`src/rtl/uart_core_if.sv`:
```
// uart_core_if: peripheral-side bus of the UART core.
//   rx_data   8  last correctly framed received byte
//   rx_status 1  one-cycle pulse, rx_data has just been updated
//   rx_error  1  one-cycle pulse, stop bit sampled low, byte dropped
//   tx_data   8  byte to send, sampled on the accept cycle only
//   tx_en     1  transmit request (level)
//   tx_status 1  transmitter idle and able to accept
//
// Handshake: tx_en is "valid" and tx_status is "ready"; a byte transfers on
// every sysclk rising edge where both are 1. tx_en is level sensitive, so
// holding it high sends frames back to back. rx_status is valid-only: there
// is no backpressure, the peripheral must latch rx_data in that cycle.
interface uart_core_if;
  logic [7:0] rx_data;
  logic       rx_status;
  logic       rx_error;
  logic [7:0] tx_data;
  logic       tx_en;
  logic       tx_status;

  modport master (
    output tx_data, tx_en,
    input  rx_data, rx_status, rx_error, tx_status
  );

  modport slave (
    input  tx_data, tx_en,
    output rx_data, rx_status, rx_error, tx_status
  );
endinterface

```
`src/rtl/uart_core.sv`:
```
// uart_core: single-clock 8N1 UART with a free-running 16x baud-tick
// generator, a receiver and a transmitter (full duplex).
//   sysclk     in   system clock, everything on its rising edge
//   reset      in   synchronous, active-low reset
//   uart_rx    in   serial input, idle high, asynchronous to sysclk
//   uart_tx    out  serial output, idle high
//   baud_tick  out  one-cycle 16x-baud enable (debug)
//   rx_state   out  receiver FSM state (debug)
//   tx_state   out  transmitter FSM state (debug)
//   bus        slave side of uart_core_if (rx_data/status/error, tx_*)
module uart_core #(
  parameter int DIV        = 651,
  parameter int OVERSAMPLE = 16
) (
  input  logic        sysclk,
  input  logic        reset,
  input  logic        uart_rx,
  output logic        uart_tx,
  output logic        baud_tick,
  output logic [1:0]  rx_state,
  output logic        tx_state,
  uart_core_if.slave  bus
);

  localparam int CW = (DIV > 2) ? $clog2(DIV) : 1;
  localparam logic [CW-1:0] DIV_LAST  = CW'(DIV - 1);
  localparam logic [3:0]    LAST_TICK = 4'(OVERSAMPLE - 1);
  localparam logic [3:0]    MID_TICK  = 4'(OVERSAMPLE / 2 - 1);

  localparam logic [1:0] RX_IDLE  = 2'd0;
  localparam logic [1:0] RX_START = 2'd1;
  localparam logic [1:0] RX_DATA  = 2'd2;
  localparam logic [1:0] RX_STOP  = 2'd3;

  localparam logic TX_IDLE = 1'b0;
  localparam logic TX_BUSY = 1'b1;

  // ---------------- tick generator (never restarted by RX/TX) -------------
  logic [CW-1:0] div_cnt;

  always_ff @(posedge sysclk) begin
    if (!reset) div_cnt <= '0;
    else if (div_cnt == DIV_LAST) div_cnt <= '0;
    else div_cnt <= div_cnt + 1'b1;
  end

  assign baud_tick = (div_cnt == DIV_LAST);

  // ---------------- receiver ----------------------------------------------
  logic       rx_meta, rx_s;
  logic [3:0] rx_tick;
  logic [2:0] rx_idx;
  logic [7:0] rx_shift;

  always_ff @(posedge sysclk) begin
    if (!reset) begin
      rx_meta       <= 1'b1;
      rx_s          <= 1'b1;
      rx_state      <= RX_IDLE;
      rx_tick       <= '0;
      rx_idx        <= '0;
      rx_shift      <= '0;
      bus.rx_data   <= '0;
      bus.rx_status <= 1'b0;
      bus.rx_error  <= 1'b0;
    end else begin
      rx_meta       <= uart_rx;
      rx_s          <= rx_meta;
      bus.rx_status <= 1'b0;
      bus.rx_error  <= 1'b0;
      if (baud_tick) begin
        case (rx_state)
          RX_IDLE: begin
            if (!rx_s) begin
              rx_state <= RX_START;
              rx_tick  <= '0;
            end
          end
          RX_START: begin
            // Re-check the line mid start bit to reject glitches.
            if (rx_tick == MID_TICK) begin
              rx_tick <= '0;
              rx_idx  <= '0;
              rx_state <= rx_s ? RX_IDLE : RX_DATA;
            end else begin
              rx_tick <= rx_tick + 1'b1;
            end
          end
          RX_DATA: begin
            if (rx_tick == LAST_TICK) begin
              rx_tick  <= '0;
              // LSB arrives first, so shift in from the top.
              rx_shift <= {rx_s, rx_shift[7:1]};
              if (rx_idx == 3'd7) rx_state <= RX_STOP;
              else rx_idx <= rx_idx + 1'b1;
            end else begin
              rx_tick <= rx_tick + 1'b1;
            end
          end
          RX_STOP: begin
            // Leave mid stop bit so a following start edge is not missed.
            if (rx_tick == LAST_TICK) begin
              rx_tick  <= '0;
              rx_state <= RX_IDLE;
              if (rx_s) begin
                bus.rx_data   <= rx_shift;
                bus.rx_status <= 1'b1;
              end else begin
                bus.rx_error  <= 1'b1;
              end
            end else begin
              rx_tick <= rx_tick + 1'b1;
            end
          end
          default: rx_state <= RX_IDLE;
        endcase
      end
    end
  end

  // ---------------- transmitter -------------------------------------------
  // The start bit goes out on the accept edge; every bit then lasts 16
  // ticks counted from accept, regardless of the divider phase.
  logic [8:0] tx_frame;   // {stop, d7..d0}, shifted out LSB first
  logic [3:0] tx_tick;
  logic [3:0] tx_bit;     // 0 = start, 1..8 = data, 9 = stop

  always_ff @(posedge sysclk) begin
    if (!reset) begin
      tx_state      <= TX_IDLE;
      uart_tx       <= 1'b1;
      bus.tx_status <= 1'b1;
      tx_frame      <= '0;
      tx_tick       <= '0;
      tx_bit        <= '0;
    end else begin
      case (tx_state)
        TX_IDLE: begin
          if (bus.tx_en) begin
            tx_frame      <= {1'b1, bus.tx_data};
            uart_tx       <= 1'b0;
            bus.tx_status <= 1'b0;
            tx_tick       <= '0;
            tx_bit        <= '0;
            tx_state      <= TX_BUSY;
          end
        end
        TX_BUSY: begin
          if (baud_tick) begin
            if (tx_tick == LAST_TICK) begin
              tx_tick <= '0;
              if (tx_bit == 4'd9) begin
                tx_state      <= TX_IDLE;
                bus.tx_status <= 1'b1;
              end else begin
                uart_tx  <= tx_frame[0];
                tx_frame <= {1'b0, tx_frame[8:1]};
                tx_bit   <= tx_bit + 1'b1;
              end
            end else begin
              tx_tick <= tx_tick + 1'b1;
            end
          end
        end
        default: tx_state <= TX_IDLE;
      endcase
    end
  end

endmodule

```
`src/flat_wrapper.sv`:
```
// flat-port wrapper written by rule: the top's interface ports become plain ports
module uart_core_flat 
#(
  parameter int DIV        = 651,
  parameter int OVERSAMPLE = 16
)
  (sysclk, reset, uart_rx, uart_tx, baud_tick, rx_state, tx_state, bus_tx_data, bus_tx_en, bus_rx_data, bus_rx_status, bus_rx_error, bus_tx_status);
  uart_core_if bus_i ();
  input  logic sysclk;
  input  logic reset;
  input  logic uart_rx;
  output logic uart_tx;
  output logic baud_tick;
  output logic [1:0] rx_state;
  output logic tx_state;
  input wire logic [$bits(bus_i.tx_data)-1:0] bus_tx_data;
  input wire logic [$bits(bus_i.tx_en)-1:0] bus_tx_en;
  output wire logic [$bits(bus_i.rx_data)-1:0] bus_rx_data;
  output wire logic [$bits(bus_i.rx_status)-1:0] bus_rx_status;
  output wire logic [$bits(bus_i.rx_error)-1:0] bus_rx_error;
  output wire logic [$bits(bus_i.tx_status)-1:0] bus_tx_status;
  assign bus_i.tx_data = bus_tx_data;
  assign bus_i.tx_en = bus_tx_en;
  assign bus_rx_data = bus_i.rx_data;
  assign bus_rx_status = bus_i.rx_status;
  assign bus_rx_error = bus_i.rx_error;
  assign bus_tx_status = bus_i.tx_status;
  uart_core #(.DIV(DIV), .OVERSAMPLE(OVERSAMPLE)) u_core (.sysclk(sysclk), .reset(reset), .uart_rx(uart_rx), .uart_tx(uart_tx), .baud_tick(baud_tick), .rx_state(rx_state), .tx_state(tx_state), .bus(bus_i));
endmodule
```
`config.mk`:
```
export PLATFORM = sky130hd
export DESIGN_NAME = uart_core_flat
export DESIGN_NICKNAME = d
export VERILOG_FILES = /design/src/rtl/uart_core_if.sv /design/src/rtl/uart_core.sv /design/src/flat_wrapper.sv
export SDC_FILE = /design/constraint.sdc
export NUM_CORES = 1
export LEC_CHECK = 0
export ABC_AREA = 0
export BUFFER_PORTS_ARGS = -buffer_cell sky130_fd_sc_hd__buf_4
export CAP_MARGIN = 20
export CORE_MARGIN = 2
export CORE_UTILIZATION = 52
export DETAILED_ROUTE_END_ITERATION = 6
export GPL_TIMING_DRIVEN = 0
export PLACE_DENSITY = 0.75
export SYNTH_ARGS = -nofsm -noshare
export SYNTH_HDL_FRONTEND = slang
export SYNTH_SLANG_ARGS = --single-unit
```
`constraint.sdc`:
```
create_clock -name sysclk -period 1.8 [get_ports sysclk]
set_input_delay 0.36 -clock sysclk [delete_from_list [all_inputs] [get_ports sysclk]]
set_output_delay 0.36 -clock sysclk [all_outputs]
set_load 0.01 [all_outputs]
```
# ---- Word level (Yosys, flattened, before mapping)
# Index checks and enable logic that the tools add are counted.
dict set report totals {
  elab_cells 100
  ff_bits 59
}
dict set report op_classes {
  eq_ne 20
  n_mux 44
  n_reduce_logical 13
  bitwise 2
  addsub 5
}
# cell n
set op_table {}
lappend op_table {{two-way mux 4 bit} 9}
lappend op_table {{two-way mux 9 bit} 4}
lappend op_table {{one-hot mux 9 bit (2 select lines)} 1}
lappend op_table {{one-hot mux 4 bit (2 select lines)} 2}
lappend op_table {{AND reduction 4 bit} 4}
lappend op_table {{!= test 2 bit (second input constant)} 7}
lappend op_table {{two-way mux 1 bit} 13}
lappend op_table {{adder 4 x 1 -> 4 bit (second input constant)} 3}
lappend op_table {{equality test 4 bit (second input constant)} 3}
lappend op_table {{two-way mux 2 bit} 6}
lappend op_table {{one-hot mux 4 bit (3 select lines)} 1}
lappend op_table {{adder 10 x 1 -> 10 bit (second input constant)} 1}
lappend op_table {{equality test 10 bit (second input constant)} 1}
lappend op_table {{two-way mux 3 bit} 3}
lappend op_table {{!= test 2 x 1 -> 1 bit (second input constant)} 4}
lappend op_table {{one-hot mux 2 bit (4 select lines)} 1}
lappend op_table {{one-hot mux 1 bit (2 select lines)} 3}
lappend op_table {{one-hot mux 3 bit (2 select lines)} 1}
lappend op_table {{AND reduction 6 bit} 1}
lappend op_table {{AND reduction 5 bit} 1}
lappend op_table {{equality test 2 bit (second input constant)} 2}
lappend op_table {{equality test 4 x 3 -> 1 bit (second input constant)} 1}
lappend op_table {{AND reduction 2 bit} 2}
lappend op_table {{OR reduction 2 bit} 2}
lappend op_table {{other kinds (7)} 8}

# ---- Logic depth before layout (Yosys ltp)
# Gate-level depths: netlist of run 1.
dict set report logic_depth {
  ltp_word 5
  mapped_depth 8
  ltp_nobuf 7
}

# ---- Worst setup path before layout of run 1
# Ideal clock, no wire load.
dict set report synth_timing {
  path_kind {flip-flop to flip-flop}
  from {register u_core.tx_tick[0]}
  to {register u_core.tx_frame[0]}
  required_ns 1.652
  setup_ns 0.148
  n_path_buf 0
  t_arrival_ns 1.558
  path_slack_ns 0.094
  stages_incl_launch_ff 6
  synth_period_minus_slack_ns 1.706
  path_cell_list {dfxtp_1 ha_1 nand4_1 or2_2 o21ai_1 a221oi_1}
}
dict set report synth_via {
  elab_chain_cells 3
}
# element line
set synth_lines {}
lappend synth_lines {{start, declared} uart_core.sv:125} ;# logic [3:0] tx_tick;
lappend synth_lines {{start signal, assigned} uart_core.sv:161} ;# tx_tick <= tx_tick + 1'b1;
lappend synth_lines {{equality test 4 bit} uart_core.sv:150} ;# if (tx_tick == LAST_TICK) begin
lappend synth_lines {{!= test 2 bit (no line)} n/a}
lappend synth_lines {{AND reduction 4 bit (no line)} n/a}
lappend synth_lines {{end signal, assigned} uart_core.sv:140} ;# tx_frame <= {1'b1, bus.tx_data};
lappend synth_lines {{end signal, assigned} uart_core.sv:157} ;# tx_frame <= {1'b0, tx_frame[8:1]};
lappend synth_lines {{end, declared} uart_core.sv:124} ;# logic [8:0] tx_frame;
# No other way between the ends.
# A chain may end at the register's enable or synchronous reset.

# ---- Worst setup path after layout of run 1
dict set report layout_timing {
  from {register u_core.div_cnt[1]}
  to {output port baud_tick}
}
dict set report layout_via {
  elab_chain_cells 1
}
# element line
set layout_lines {}
lappend layout_lines {{start, declared} uart_core.sv:39} ;# logic [CW-1:0] div_cnt;
lappend layout_lines {{start signal, assigned} uart_core.sv:44} ;# else div_cnt <= div_cnt + 1'b1;
lappend layout_lines {{equality test 10 bit} uart_core.sv:47} ;# assign baud_tick = (div_cnt == DIV_LAST);
lappend layout_lines {{end, declared} flat_wrapper.sv:13} ;# output logic baud_tick;
# No other way between the ends.

==> results.py, run 1 <==
metrics = {
    "logic_synthesis": {
        "synth_cells": 289,
        "synth_top_cell_area_share_pct": 44.30,
        "synth_top_family_by_area": "simple AND/OR/NAND/NOR gates",
        "synthArstFlopShare_pct": 0,
        "synth-simple-area-share_pct": 24.92,
        "synth_mux_area_share_pct": 10.14,
        "synth.area.top_cells": "dfxtp_1 (44%), mux2i_1 (10%), nand2_1 (4.4%)",
        "synth-xor-area-share_pct": 2.299,
        "synth-edff-count": 0,
        "avgSynthCellArea_um2": 9.226,
        "synthesis.nets": 309,
        "synth.distinct_cells": 49,
        "synth_most_common_cell": "dfxtp_1",
        "yosys.area_share.adder_pct": 3.754,
        "ys.warnings.count": 0,
        "synth_compound_area_share_pct": 11.54,
        "synthFlopType": "dfxtp_1",
        "yosysSeqAreaShare_pct": 44.30,
        "syn-cell-area_mm2": 0.002666,
        "yosysTopAreaCell": "dfxtp_1",
        "ys_seq_elements": 59,
        "synth_common_cells": "dfxtp_1 (59), nand2_1 (31), nor2_1 (28)",
    },
    "clock_network": {
        "h-tree-depth": 3,
        "clk_path_buf_depth": 2,
        "cts_tree": "built",
        "root_buffer": "clkbuf_8",
        "clkSlewWorstSetupHoldPaths_ns": 0.06,
        "cts.sinks": 59,
        "cts_buffers": 9,
        "insertion_delay_ns": 0.33,
    },
    "power": {
        "p_int_mw": 2.037,
        "comb_power_share_pct": 5.7,
        "power_frac_seq_pct": 50.8,
        "power.switching_mw": 0.6334,
        "swShare_pct": 23.72,
        "finalPower_mw": 2.670,
        "p_leak_nw": 1.379,
        "ir_drop_mv": 0.6114,
        "clockPowerShare_pct": 43.4,
        "powerDensity_mw_per_mm2": 814.2,
    },
    "critical_path": {
        "r2r_end": "u_core.tx_tick[0]$_SDFFE_PN0P_",
        "cp.arrival_ns": 1.47,
        "max_stage_delay_ns": 0.36,
        "r2r_cells": 6,
        "regToRegSetupSlack_ns": 0.04,
        "crit_type": "register to output port",
        "crit_slowest_cell": "dfxtp_2",
        "end_kind": "output port",
        "crit_chain": "ha_4 > and4b_2 > nand3_4 > inv_6 > buf_8 > buf_6",
        "required_ns": 1.44,
        "cp_max_fo": 3,
        "cp-endpoint": "baud_tick",
        "startpoint": "u_core.div_cnt[1]$_SDFF_PP0_",
        "cp-start-kind": "register",
        "reg2reg_from": "u_core.div_cnt[1]$_SDFF_PP0_",
    },
    "global_route": {
        "grt_use_met2_pct": 35.75,
        "top_usage_layer": "met2",
        "grt_pass1_wl_um": 9673,
        "antenna_found_initial": 0,
        "overflow": 0,
        "grt_use_met1_pct": 27.89,
        "grt_pass1_vias": 2168,
        "grtUsageTotal_pct": 22.19,
        "met3_usage_pct": 5.159,
        "grt_max_degree": 12,
    },
    "cells_and_area": {
        "diodes": 0,
        "areaGrowthSynthToFinish_pct": 22.99,
        "fin_cells": 407,
        "final_nets": 352,
        "n_fill_cell": 438,
        "layout-drive-gt1-share_pct": 22.85,
    },
    "die": {
        "start_util_pct": 52.88,
        "core_region_area_mm2": 0.005042,
        "chipWidth_um": 75.61,
        "die_area_mm2": 0.005716,
        "ios": 28,
        "rows": 26,
        "die_y_um": 75.61,
    },
    "place": {
        "hpwl_um": 3822,
        "place_congestion": 0.8271,
        "post-place-cells": 385,
        "numPortBuffers": 26,
    },
    "sta": {
        "finalClockSkew_ns": 0.009664,
        "slew_headroom_pct": 65.28,
        "setup_viol": 1,
        "period_share_pct": 101.4,
        "worst_slew_pin_slew_ns": 0.5208,
        "worst_slack_ns": -0.02527,
        "slew_viol_final": 0,
        "post-route-min-period_ns": 1.825,
        "fmax_mhz": 547.9,
        "hold_viol": 0,
        "rsz0062_at_grt": "true",
    },
    "outcome": {
        "violations": "negative setup slack",
        "status": "complete, but fails checks",
    },
    "detailed_routing": {
        "drt_wl_total_um": 5670,
        "first_pass_iters": 4,
        "drc_errors": 0,
        "post_drt_wl_per_cell_um": 13.93,
        "vias": 2287,
        "viasPerCell": 5.619,
        "drtAntennaViolNets": 0,
        "drt_iter0_drc": 133,
    },
    "worst_hold_path": {
        "hold_class": "input port to register",
    },
    "run": {
        "cap_viol_max_count": 0,
    },
}
worst max-delay path, delay by kind of cell (launching register included):
kind	cells	cell delay, ns
and+or+nand+nor	2	0.38
DFF	1	0.36
buffers and inverters	3	0.26
adders and majority gates	1	0.13
cell usage in the layout, fill, tap and decap left out, types with 2 or more instances in the layout:
cell type   count
dfxtp_1        55
buf_4          32
nand2_1        30
mux2i_1        27
nor2_1         27
nand3_1        19
nand4_1         9
a221oi_1        9
clkbuf_8        9
a31oi_1         7
and3_1          7
clkbuf_1        6
a21oi_1         6
ha_1            6
nand2b_1        5
xor2_1          5
inv_1           4
dfxtp_2         4
buf_2           3
nor3b_1         3
a311o_1         3
o21ai_0         3
o21a_1          3
nor3_1          3
clkinv_2        3
nand3_4         2
nor2b_1         2
nand3b_1        2
and4_1          2
xnor2_1         2
a211oi_1        2
clkinvlp_4      2
repair_timing:
item,4_1_cts,5_1_grt
setup buffers,6,0
setup endpoints to repair,15,31
gates resized for setup,16,11
hold buffers,0,0
pin swaps,2,4
registers in the layout, indices dropped and copies added, names as in the netlist, named ones only:
register and count:
u_core.rx_tick 4, u_core.bus.rx_error 1, u_core.tx_tick 4, u_core.bus.rx_data 8
u_core.uart_tx 1, u_core.tx_state 1, u_core.rx_state 1, u_core.rx_meta 1
u_core.rx_s 1, u_core.bus.rx_status 1, u_core.bus.tx_status 1, u_core.rx_shift 8
u_core.tx_frame 9, u_core.tx_bit 4, u_core.div_cnt 10, u_core.rx_idx 3
how the worst min path moves through the flow:
stage / startpoint / to / slack, ns / depth (start not counted)
2_1_floorplan: u_core.rx_meta$_SDFF_PN1_ / u_core.rx_s$_SDFF_PN1_ / 0.39 / 1
3_3_place_gp: u_core.rx_meta$_SDFF_PN1_ / u_core.rx_s$_SDFF_PN1_ / 0.39 / 1
3_5_place_dp: u_core.rx_meta$_SDFF_PN1_ / u_core.rx_s$_SDFF_PN1_ / 0.39 / 1
4_1_cts: uart_rx / u_core.rx_meta$_SDFF_PN1_ / 0.20 / 2
5_1_grt: uart_rx / u_core.rx_meta$_SDFF_PN1_ / 0.21 / 2
6_report: uart_rx / u_core.rx_meta$_SDFF_PN1_ / 0.21 / 2
power groups by stage:
stage / combinational, mW / sequential [mW] / clock [mW]
2_1_floorplan: 0.0913 / 1.38 / 0
3_3_place_gp: 0.142 / 1.38 / 0
3_5_place_dp: 0.144 / 1.38 / 0
4_1_cts: 0.153 / 1.36 / 1.19
5_1_grt: 0.171 / 1.36 / 1.25
6_report: 0.153 / 1.36 / 1.16
metal layers:
metal,wire length [um],vias to the layer above
met2,2733,48
li1,-,1141
met5,0,-
met1,2576,1087
met4,104,0
met3,256,11
stage by stage:
step | util [%] | worst slack [ns] | instance area, um2 | hold WS (ns) | TNS [ns]
after floorplan | - | 0.09351 | 2666 | 0.3863 | 0
after global placement | 58.49 | -0.2622 | 2949 | 0.3938 | -2.364
after detailed placement | 58.49 | -0.2595 | 2949 | 0.3932 | -2.332
after CTS | 64.37 | -0.03074 | 3246 | 0.2019 | -0.03074
after global routing | 65.04 | -0.08577 | 3279 | 0.2098 | -0.1636
final | 65.04 | -0.02527 | 3279 | 0.2129 | -0.02527
area by class of cell:
type | instances | area (um2) | area share, %
multi-input cells | 211 | 1470 | 44.83
flip-flops and latches | 59 | 1186 | 36.17
repair buffers | 32 | 244.0 | 7.440
clock buffers | 9 | 123.9 | 3.777
well taps | 70 | 87.58 | 2.671
plain buffers | 13 | 71.32 | 2.175
clock inverters | 7 | 68.82 | 2.098
inverters | 6 | 27.53 | 0.8394
kinds of logic (layout without fill, tap and decap cells):
| family | count (synthesis) | in the layout |
|---|---|---|
| AND/OR/NAND/NOR | 126 | 126 |
| AO/OA/AOI/OAI | 43 | 43 |
| adder cells (fa/ha/maj) | 8 | 8 |
| buffers and inverters | 19 | 67 |
| XOR/XNOR | 7 | 7 |
| multiplexers | 27 | 27 |
| flip-flops | 59 | 59 |
No activity file was read; power rests on OpenSTA's default activity.
==> run 2, diff against run 1 <==
--- a/config.mk
+++ b/config.mk
@@ -5,14 +5,13 @@
 export SDC_FILE = /design/constraint.sdc
 export NUM_CORES = 1
 export LEC_CHECK = 0
-export ABC_AREA = 0
+export ABC_AREA = 1
 export BUFFER_PORTS_ARGS = -buffer_cell sky130_fd_sc_hd__buf_4
 export CAP_MARGIN = 20
 export CORE_MARGIN = 2
-export CORE_UTILIZATION = 52
+export CORE_UTILIZATION = 25
 export DETAILED_ROUTE_END_ITERATION = 6
 export GPL_TIMING_DRIVEN = 0
-export PLACE_DENSITY = 0.75
 export SYNTH_ARGS = -nofsm -noshare
 export SYNTH_HDL_FRONTEND = slang
 export SYNTH_SLANG_ARGS = --single-unit
==> run 2 against run 1 <==
  * The run now ends clean
  * Power up 27%
  * Flip-flop and latch count unchanged
  * Largest cell class unchanged
  * Sequential power about the same
  * Core utilization down 33 points
  * Clock-buffer cell count up 3
  * Non-clock buffer count down 5
  * Area after synthesis up 9.5%
  * Worst setup slack better by 0.10 ns
==> results.py, run 2 <==
metrics = {
    "worst_hold_path": {
        "hold_class": "input port to register",
        "hp-start": "uart_rx",
        "min_to": "u_core.rx_meta$_SDFF_PN1_",
        "whs_path_depth": 2,
    },
    "critical_path": {
        "r2r_cells": 9,
        "r2r_end": "u_core.uart_tx$_SDFFE_PN1P_",
        "crit_type": "register to output port",
        "reg2reg_from": "u_core.div_cnt[7]$_SDFF_PP0_",
        "cp.arrival_ns": 1.36,
        "required_ns": 1.44,
        "regToRegSetupSlack_ns": 0.17,
        "end_kind": "output port",
        "cp-start-kind": "register",
        "cp_max_fo": 7,
    },
    "detailed_routing": {
        "vias": 2574,
        "first_pass_iters": 4,
        "drt_wl_total_um": 6763,
        "drc_errors": 0,
        "drtAntennaViolNets": 0,
        "post_drt_wl_per_cell_um": 11.84,
        "drt_iter0_drc": 76,
        "viasPerCell": 4.508,
    },
    "clock_network": {
        "h-tree-depth": 3,
        "insertion_delay_ns": 0.33,
        "clk_path_buf_depth": 2,
        "cts_buffers": 9,
        "cts_tree": "built",
        "cts.sinks": 59,
        "holdBufCountCts": 0,
        "root_buffer": "clkbuf_16",
        "clkSlewWorstSetupHoldPaths_ns": 0.05,
    },
    "sta": {
        "final.setup.tns_ns": 0,
        "rsz0062_at_grt": "false",
        "hold_viol": 0,
        "finalClockSkew_ns": 0.007709,
        "worst_slack_ns": 0.07814,
        "worst_slew_pin_slew_ns": 0.7253,
        "whs_ns": 0.2244,
        "setup_viol": 0,
        "slew_viol_final": 0,
        "fmax_mhz": 580.8,
        "post-route-min-period_ns": 1.722,
        "period_share_pct": 95.66,
        "slew_headroom_pct": 51.65,
    },
    "power": {
        "p_int_mw": 2.687,
        "power_frac_seq_pct": 40.0,
        "ir_drop_mv": 0.5619,
        "p_leak_nw": 1.461,
        "comb_power_share_pct": 5.3,
        "finalPower_mw": 3.399,
        "swShare_pct": 20.95,
        "clockPowerShare_pct": 54.7,
        "power.switching_mw": 0.7120,
        "powerDensity_mw_per_mm2": 920.3,
    },
    "global_route": {
        "antenna_found_initial": 0,
        "grtUsageTotal_pct": 11.35,
        "overflow": 0,
        "grt_max_degree": 11,
        "grt_pass1_wl_um": 11760,
        "grt_pass1_vias": 2584,
    },
    "logic_synthesis": {
        "synthFlopType": "dfxtp_1",
        "ys.warnings.count": 0,
        "synth_top_cell_area_share_pct": 40.46,
        "yosysSeqAreaShare_pct": 40.46,
        "ys_seq_elements": 59,
        "synth_cells": 382,
        "synthesis.nets": 402,
        "synth_common_cells": "nand2_1 (86), dfxtp_1 (59), nor2_1 (38)",
        "synth.distinct_cells": 36,
        "synth_most_common_cell": "nand2_1",
        "syn-cell-area_mm2": 0.002919,
        "yosysTopAreaCell": "dfxtp_1",
        "synthArstFlopShare_pct": 0,
        "avgSynthCellArea_um2": 7.641,
        "synth.area.top_cells": "dfxtp_1 (40%), nand2_1 (11%), nand3_1 (5.5%)",
        "synth-edff-count": 0,
    },
    "cells_and_area": {
        "final_nets": 443,
        "layout_common_cells": "nand2_1 (85), dfxtp_1 (58), nor2_1 (37)",
        "final_common_cell": "nand2_1",
        "fin_cells": 571,
        "largest_reg_flops": 10,
        "areaGrowthSynthToFinish_pct": 26.53,
        "diodes": 0,
        "layout-drive-gt1-share_pct": 24.07,
        "largestRegisters": "u_core.div_cnt x10, u_core.tx_frame x9",
        "top_register": "u_core.div_cnt",
    },
    "die": {
        "core_region_area_mm2": 0.01142,
        "ios": 28,
        "chipWidth_um": 112.1,
        "die_area_mm2": 0.01256,
        "rows": 39,
        "start_util_pct": 25.56,
        "die_y_um": 112.1,
    },
    "place": {
        "place_congestion": 0.8467,
        "numPortBuffers": 27,
        "hpwl_um": 4868,
        "preCtsSetupSlack_ns": -0.05189,
        "post-place-cells": 552,
    },
    "outcome": {
        "status": "completed",
    },
    "run": {
        "cap_viol_max_count": 0,
    },
}
-- run 2: worst max-delay path, stage by stage, from the launching register on --
cell     delay, ns
dfxtp_1       0.44
inv_2         0.10
nor2_4        0.10
nand3_4       0.10
nor2_8        0.16
buf_4         0.14
-- run 2: worst max path at each step --
stage	start	cells past startpoint	slack, ns	endpoint
after detailed placement	reset	5	-0.05	u_core.tx_tick[1]$_SDFFE_PN0P_
final	u_core.div_cnt[7]$_SDFF_PP0_	5	0.08	baud_tick
after floorplan	u_core.rx_tick[0]$_SDFFE_PN0P_	6	0.30	u_core.bus.rx_data[7]$_SDFFE_PN0P_
after global routing	u_core.div_cnt[7]$_SDFF_PP0_	5	0.008	baud_tick
after global placement	reset	5	-0.01	u_core.rx_tick[1]$_SDFFE_PN0P_
after CTS	u_core.rx_tick[0]$_SDFFE_PN0P_	6	-0.002	u_core.bus.rx_data[6]$_SDFFE_PN0P_
-- run 2: per-stage QoR --
| step | util [%] | cell area (um2) |
|---|---|---|
| CTS | 31.94 | 3647 |
| global placement | 28.91 | 3301 |
| global route | 32.35 | 3694 |
| floorplan | - | 2919 |
| finish | 32.35 | 3694 |
| detailed placement | 28.91 | 3301 |
-- run 2: kinds of logic (layout without fill, tap and decap cells) --
kind of cell / Yosys count / in the layout / share of synthesized area [%]
flops: 59 / 59 / 40.46
compound gates: 47 / 47 / 9.515
fa+ha+maj: 8 / 8 / 3.429
buf+inv: 40 / 86 / 5.444
xor+xnor: 8 / 8 / 2.400
simple gates: 220 / 220 / 38.75
-- run 2: metal layers --
metal	global-route usage [%]	share of wire, %	up-vias
li1	-	-	1345
met1	14.24	47	1173
met2	19.15	47	54
met3	3.294	5.1	2
met4	3.171	0.27	0
met5	0	0	-
-- run 2: layout make-up --
| type | instances | area [um2] |
|---|---|---|
| multi-input combinational | 283 | 1615 |
| tap | 143 | 178.9 |
| fill | 1239 | 7725 |
| clock buffer | 12 | 256.5 |
| inverter | 30 | 112.6 |
| clock inverter | 4 | 72.57 |
| timing repair buffer | 30 | 229.0 |
| buffer | 10 | 46.29 |
| sequential | 59 | 1182 |
-- run 2: timing repair --
action,in CTS,in global routing
setup endpoints to repair,9,39
pin swaps,1,1
resized for setup,2,8
setup buffers,1,2
-- run 2: power by group through the flow --
stage	Sequential [mW]	Clock, mW	Combinational [mW]
final	1.36	1.86	0.181
after global routing	1.36	1.95	0.205
after global placement	1.38	0	0.179
after detailed placement	1.38	0	0.181
after floorplan	1.38	0	0.120
after CTS	1.36	1.90	0.182
